$ cat src/rtl/sr_pkg.sv
// Shared types and next-state helper for the SR register bank.
// Holds the S=R=1 resolution modes and the per-bit next-state function.
package sr_pkg;

  typedef enum logic [1:0] {
    SR_MODE_HOLD    = 2'd0,
    SR_MODE_SET_DOM = 2'd1,
    SR_MODE_RST_DOM = 2'd2,
    SR_MODE_TOGGLE  = 2'd3
  } sr_mode_t;

  function automatic logic sr_next(
    input logic     q,
    input logic     s,
    input logic     r,
    input sr_mode_t mode
  );
    logic n;
    n = q;
    unique case ({s, r})
      2'b10: n = 1'b1;
      2'b01: n = 1'b0;
      2'b11: begin
        unique case (mode)
          SR_MODE_SET_DOM: n = 1'b1;
          SR_MODE_RST_DOM: n = 1'b0;
          SR_MODE_TOGGLE:  n = ~q;
          default:         n = q;
        endcase
      end
      default: n = q;
    endcase
    return n;
  endfunction

endpackage

$ cat src/rtl/sr_cell.sv
// Single SR bit: enabled update, sync clear, sticky conflict flag
// and registered one-cycle rise/fall pulses.
module sr_cell
  import sr_pkg::*;
#(
  parameter sr_mode_t MODE      = SR_MODE_HOLD,
  parameter logic     RESET_BIT = 1'b0
) (
  input  logic clk,
  input  logic reset,
  input  logic en,
  input  logic clr,
  input  logic s,
  input  logic r,
  output logic q,
  output logic q_rise,
  output logic q_fall,
  output logic conflict
);

  logic r_q;
  logic r_prev;
  logic r_rise;
  logic r_fall;
  logic r_conf;
  logic w_next;

  // next state for an enabled update
  always_comb begin
    w_next = sr_next(r_q, s, r, MODE);
  end

  // state bit; r_prev starts equal to q so release makes no pulse
  always_ff @(posedge clk or posedge reset) begin
    if (reset) begin
      r_q    <= RESET_BIT;
      r_prev <= RESET_BIT;
      r_rise <= 1'b0;
      r_fall <= 1'b0;
    end else begin
      if (clr) begin
        r_q <= RESET_BIT;
      end else if (en) begin
        r_q <= w_next;
      end
      r_prev <= r_q;
      r_rise <= r_q & ~r_prev;
      r_fall <= ~r_q & r_prev;
    end
  end

  // sticky conflict flag, cleared only by reset or clr
  always_ff @(posedge clk or posedge reset) begin
    if (reset) begin
      r_conf <= 1'b0;
    end else if (clr) begin
      r_conf <= 1'b0;
    end else if (en && s && r) begin
      r_conf <= 1'b1;
    end
  end

  assign q        = r_q;
  assign q_rise   = r_rise;
  assign q_fall   = r_fall;
  assign conflict = r_conf;

endmodule

$ cat src/rtl/sr_reg_bank.sv
// WIDTH-channel clocked SR register bank with edge pulses and conflict flags.
// Optional saturating conflict-cycle counter under SR_CONFLICT_CNT_EN.
module sr_reg_bank
  import sr_pkg::*;
#(
  parameter int               WIDTH         = 4,
  parameter int               CONFLICT_MODE = int'(SR_MODE_HOLD),
  parameter logic [WIDTH-1:0] RESET_VAL     = {WIDTH{1'b0}},
  parameter int               CNT_W         = 8
) (
  input  logic             clk,
  input  logic             reset,
  input  logic             en,
  input  logic             clr,
  input  logic [WIDTH-1:0] s,
  input  logic [WIDTH-1:0] r,
  output logic [WIDTH-1:0] q,
  output logic [WIDTH-1:0] qbar,
  output logic [WIDTH-1:0] q_rise,
  output logic [WIDTH-1:0] q_fall,
  output logic [WIDTH-1:0] conflict
`ifdef SR_CONFLICT_CNT_EN
  ,
  output logic [CNT_W-1:0] conflict_cnt
`endif
);

  localparam sr_mode_t LP_MODE =
    sr_mode_t'(CONFLICT_MODE[1:0]);

  if (CONFLICT_MODE < 0 || CONFLICT_MODE > 3) begin : g_bad_mode
    $error("sr_reg_bank: illegal CONFLICT_MODE");
  end
  if (WIDTH < 1 || WIDTH > 32) begin : g_bad_width
    $error("sr_reg_bank: WIDTH out of range");
  end
  if (CNT_W < 1) begin : g_bad_cnt
    $error("sr_reg_bank: CNT_W must be positive");
  end

  for (genvar i = 0; i < WIDTH; i++) begin : g_cell
    sr_cell #(
      .MODE      (LP_MODE),
      .RESET_BIT (RESET_VAL[i])
    ) u_cell (
      .clk      (clk),
      .reset    (reset),
      .en       (en),
      .clr      (clr),
      .s        (s[i]),
      .r        (r[i]),
      .q        (q[i]),
      .q_rise   (q_rise[i]),
      .q_fall   (q_fall[i]),
      .conflict (conflict[i])
    );
  end

  assign qbar = ~q;

`ifdef SR_CONFLICT_CNT_EN
  logic [CNT_W-1:0] r_cnt;
  logic             w_any;

  assign w_any = en & (|(s & r));

  // counts conflict cycles (not bits), saturating at all-ones
  always_ff @(posedge clk or posedge reset) begin
    if (reset) begin
      r_cnt <= '0;
    end else if (clr) begin
      r_cnt <= '0;
    end else if (w_any && (r_cnt != {CNT_W{1'b1}})) begin
      r_cnt <= r_cnt + CNT_W'(1);
    end
  end

  assign conflict_cnt = r_cnt;
`endif

endmodule

$ cat config.mk
export PLATFORM = sky130hd
export DESIGN_NAME = sr_reg_bank
export DESIGN_NICKNAME = d
export VERILOG_FILES = /design/src/rtl/sr_pkg.sv /design/src/rtl/sr_cell.sv /design/src/rtl/sr_reg_bank.sv
export SDC_FILE = /design/constraint.sdc
export NUM_CORES = 1
export LEC_CHECK = 0
export CAP_MARGIN = 10
export CORE_ASPECT_RATIO = 0.6
export CORE_UTILIZATION = 30
export DETAILED_ROUTE_END_ITERATION = 16
export SKIP_CTS_REPAIR_TIMING = 1
export SLEW_MARGIN = 20
export SYNTH_ARGS = -nofsm -noshare
export SYNTH_HDL_FRONTEND = slang
export SYNTH_SLANG_ARGS = --single-unit
$ cat constraint.sdc
create_clock -name clk -period 0.8 [get_ports clk]
set_clock_uncertainty 0.15 [all_clocks]
set_input_delay 0.08 -clock clk [delete_from_list [all_inputs] [get_ports clk]]
set_output_delay 0.08 -clock clk [all_outputs]
set_load 0.01 [all_outputs]
Word level (Yosys, flattened, before mapping)
Cells that the tools add are included.
{"block": "totals", "elab_cells": 86, "output_inout_bits": 20, "ff_bits": 20}
{"block": "classes", "n_reduce_logical": 21, "n_mux": 20, "eq_ne": 8, "bitwise": 17}
{"op": "2-to-1 mux 1 bit", "n": 16}
{"op": "nonzero test 3 bit", "n": 4}
{"op": "nonzero test 2 bit", "n": 5}
{"op": "bitwise AND 1 bit", "n": 8}
{"op": "== test 2 x 1 -> 1 bit, second input constant", "n": 4}
{"op": "== test 2 bit, second input constant", "n": 4}
{"op": "logical AND 1 bit", "n": 8}
{"op": "inverter 1 bit", "n": 8}
{"op": "case mux 1 bit (2 select lines)", "n": 4}
{"op": "AND reduction 2 bit", "n": 4}
{"op": "inverter 4 bit", "n": 1}

Depth between registers and ports, before layout
{"block": "logic_depth", "depth_word": 4, "depth_mapped": 4}

Hierarchy
Synthesis repeated with hierarchy kept, for this count alone.
{"block": "hier_totals", "cells_unflattened": 64, "hier_area_um2": 770.7}
{"module": "sr_cell", "n_inst": 4, "area_each_um2": 188.9, "seq_area_each_um2": 125.1, "cells_each": 15}
{"module": "sr_reg_bank", "n_inst": 1, "area_each_um2": 15.0, "seq_area_each_um2": 0.0, "cells_each": 4}

Worst setup path before layout
OpenSTA, ideal clock, no wires.
{"block": "synth_path", "path_type": "flip-flop to flip-flop", "start": "register, netlist name g_cell[1].u_cell.q", "end": "register g_cell[1].u_cell.r_q", "path_stages_with_launch": 3, "slack_ps": -104, "arrival_time_ps": 618, "setup_time_ps": 136, "t_required_ps": 514, "path_cell_list": "dfrtp_1 o21ai_0 a21oi_1"}
{"element": "end signal: assignment", "line": "sr_cell.sv:44", "text": "r_q <= w_next;"}
{"element": "end: declaration", "line": "sr_cell.sv:21", "text": "logic r_q;"}

Worst setup path in the final report
{"block": "layout_path", "start": "register g_cell[0].u_cell.r_q", "end": "output q[0]"}
{"element": "start: declaration", "line": "sr_cell.sv:21"}
{"element": "start signal: assignment", "line": "sr_cell.sv:44"}
{"element": "end: declaration", "line": "sr_reg_bank.sv:17", "text": "output logic [WIDTH-1:0] q,"}
No word-level cell between the ends.

==> impl_results.md <==
- Die Y: 43.3 um
- Die Wd: 70.9 um
- Post-synth EDFFs: 0
- Worst Setup End Kind: output port
- Area share of the largest cell type after synthesis: 0.587
- NumNets Final: ~120
- Yosys top cell by area: dfrtp_1
- Root buffer cell: clkbuf_8
- Setup TNS: -6200 ps
- Fmax: between 800 and 900 MHz
- Simple-gate share of the synthesized area: 0.139
- Synthesized-area fraction occupied by adder cells: 0
- Clk Latency, worst-skew pair: 250 ps
- CP max stage delay: a little under 400 ps
- Final setup margin: -333 ps
- Via count: 604
- Fin. max-slew vios: 0
- # placed instances: 135
- CTS tree: done
- Most frequent cells after synthesis: 20 x dfrtp_1, 16 x buf_4, 8 x nand2_1, 8 x nor2_1, 6 x nor2b_1
- Classification of the worst setup path: flip-flop to output port
- Vias in the first global route: around 520
- DRT antenna net count: 0
- Num rows: 14
- Synth warn: 0
- Final WL: 1.43 mm
- Overall power: between 2 and 2.5 mW
- Worst vdd ir: between 1 and 1.5 mV
- Worst Hold Slack: -4.70 ps
- Ys flop type: dfrtp_1
- Total GRT Usage: 0.107
- Status: finished with violations
- Max_cap viols: 0
- Area growth from synthesis to layout: 42.7%
- Grt total ovfl: 0
- Post-synthesis mux area share: 0
- Critical Path AT: about 900 ps
- Synth Instances: between 70 and 80
- CTS Sinks: 20
- Unrepaired setup endpoints after global routing: yes
- Worst hold path type: input port to async pin
- Critical path cell sequence: buf_4, clkbuf_2
- Drt pass-1 iters: 10
- Num CTS Buffers: 3
- CP max FO: 2
- Bufs on Longest Clock Path: 2
- Synth Area in XOR/XNOR: 0
- Global-route wire length before repair: between 2 and 2.5 mm
- Core Area: 0.00259 mm2
- I/O pin count: 32
- Mapped Area: around 850 um2
- Average wire per cell in the routed design: around 10 um
- Reg clk slew, reported paths: around 70 ps
- Post-route core utilization: 0.470
- DR vias/cell: ~4.3
- H-tree lvl count: 1
- Compound-Gate Fraction of Synth Area: 0.0938
- Final Hold Vio Count: 20
- Power per cell area: approximately 1700 mW/mm2
- Dominant cells by area after synthesis: dfrtp_1 59%, buf_4 14%, nor2b_1 4.4%
- Synth Register Bits: 20
- CP Launch Type: flip-flop
- Port Buffers: 31
- Initial antenna violation count: 0
- Violation count after the first detailed-route iteration: 10
- Worst-Margin Slew: 300 ps
- Dpl hpwl: between 1 and 1.5 mm
- Violated checks: negative hold slack, negative setup slack
- Most numerous cell in the Yosys netlist: dfrtp_1
- Async SR Flop Fraction: 1.00
- Share of cells above drive strength 1: 0.464
- Final setup vio count: 38
- Final non-filler cell total: 142
- Slew HR: 0.800
- Static leakage: 0.627 nW
- Largest net degree at the start of global routing: 21
- Worst path slowest cell: dfrtp_1
- Tmin final: 1130 ps
- Seq/Total Area, Yosys: 0.587
- Final cycle utilization of the critical path: 1.42
- Syn_area_per_cell: 10.8 um2
- Gpl congestion: 0.615
- # diodes: 0
- Final-layout fill cell count: ~250
- DIE AREA: roughly 0.003 mm2
- Initial Util: 0.329
- Largest family of logic cells by synthesized area: buffers and inverters
- Crit path required time: between 500 and 600 ps
- Syn_nets: just over 90
- Synth unique cells: 15
- DRC: 0
==> sequential cells by signal, summed over array words and instances (netlist names) <==
name                    cells
g_cell.u_cell.q_fall        4
g_cell.u_cell.r_prev        4
g_cell.u_cell.conflict      4
g_cell.u_cell.q             4
g_cell.u_cell.q_rise        4
==> path summary, 6_finish.rpt <==
kind / startpoint / end / slack [ps] / cells after the start
min in group clk: r[3] / g_cell[3].u_cell.conflict$_DFFE_PP0P_ / 40 / 3
setup / recovery: g_cell[0].u_cell.q$_DFFE_PP0P_ / q[0] / -330 / 2
hold reg to reg: g_cell[0].u_cell.r_prev$_DFF_PP0_ / g_cell[0].u_cell.q_rise$_DFF_PP0_ / 260 / 1
max in group asynchronous: reset / g_cell[0].u_cell.r_prev$_DFF_PP0_ / 380 / 3
hold / removal: reset / g_cell[3].u_cell.q_rise$_DFF_PP0_ / -5 / 3
setup reg to reg: g_cell[0].u_cell.q$_DFFE_PP0P_ / g_cell[0].u_cell.q$_DFFE_PP0P_ / -300 / 4
==> per-layer routing <==
metal | vias to the layer above | track usage | wire, um
met4 | 0 | 0.0360 | 0
met2 | 24 | 0.146 | 620
li1 | 296 | - | -
met1 | 284 | 0.140 | 670
met3 | 0 | 0.0641 | 138
met5 | - | 0 | 0
==> cell usage in the layout, fill, tap and decap left out, types with 3 or more instances in the layout <==
cell / netlist / routed
nor2_1: 8 / 6
clkbuf_2: 0 / 12
buf_4: 16 / 8
buf_6: 1 / 10
nand2_1: 8 / 8
buf_2: 0 / 4
clkdlybuf4s50_1: 0 / 9
nor2b_1: 6 / 6
clkbuf_8: 0 / 3
a31oi_1: 4 / 3
dfrtp_1: 20 / 20
o21ai_2: 2 / 4
==> per-stage QoR <==
| stage | hold WS, ps | setup WS, ps | instance area [um2] |
|---|---|---|---|
| 3_3_place_gp | 245 | -504 | 1160 |
| 6_report | -4.70 | -333 | 1220 |
| 5_1_grt | 10.9 | -391 | 1220 |
| 3_5_place_dp | 253 | -547 | 1160 |
| 2_1_floorplan | -106 | -65.5 | 853 |
| 4_1_cts | -2.56 | -731 | 1200 |
==> area by class of cell <==
type,count,area (um2),share of cell area
clock buffers,3,41.3,0.0339
repair buffers,46,388,0.319
flip-flops and latches,20,500,0.411
inverters,5,21.3,0.0175
multi-input cells,36,226,0.186
well taps,32,40.0,0.0329
==> cell families (layout without fill, tap and decap cells) <==
kind of cell    count (synthesis)  in the layout
flops                          20             20
simple gates                   24             24
buf+inv                        23             54
compound gates                 12             12
==> worst max-delay path: cells and delay by family, from the launching register on <==
kind                   cells  cell delay, ps
buffers and inverters      2             260
DFF                        1             390
==> report_power, final <==
group / switching (mW) / total, mW / internal [mW]
Combinational: 0.174 / 0.396 / 0.222
Sequential: 0.0323 / 1.10 / 1.07
Clock: 0.294 / 0.628 / 0.335
(Power assumes the default switching activity.)
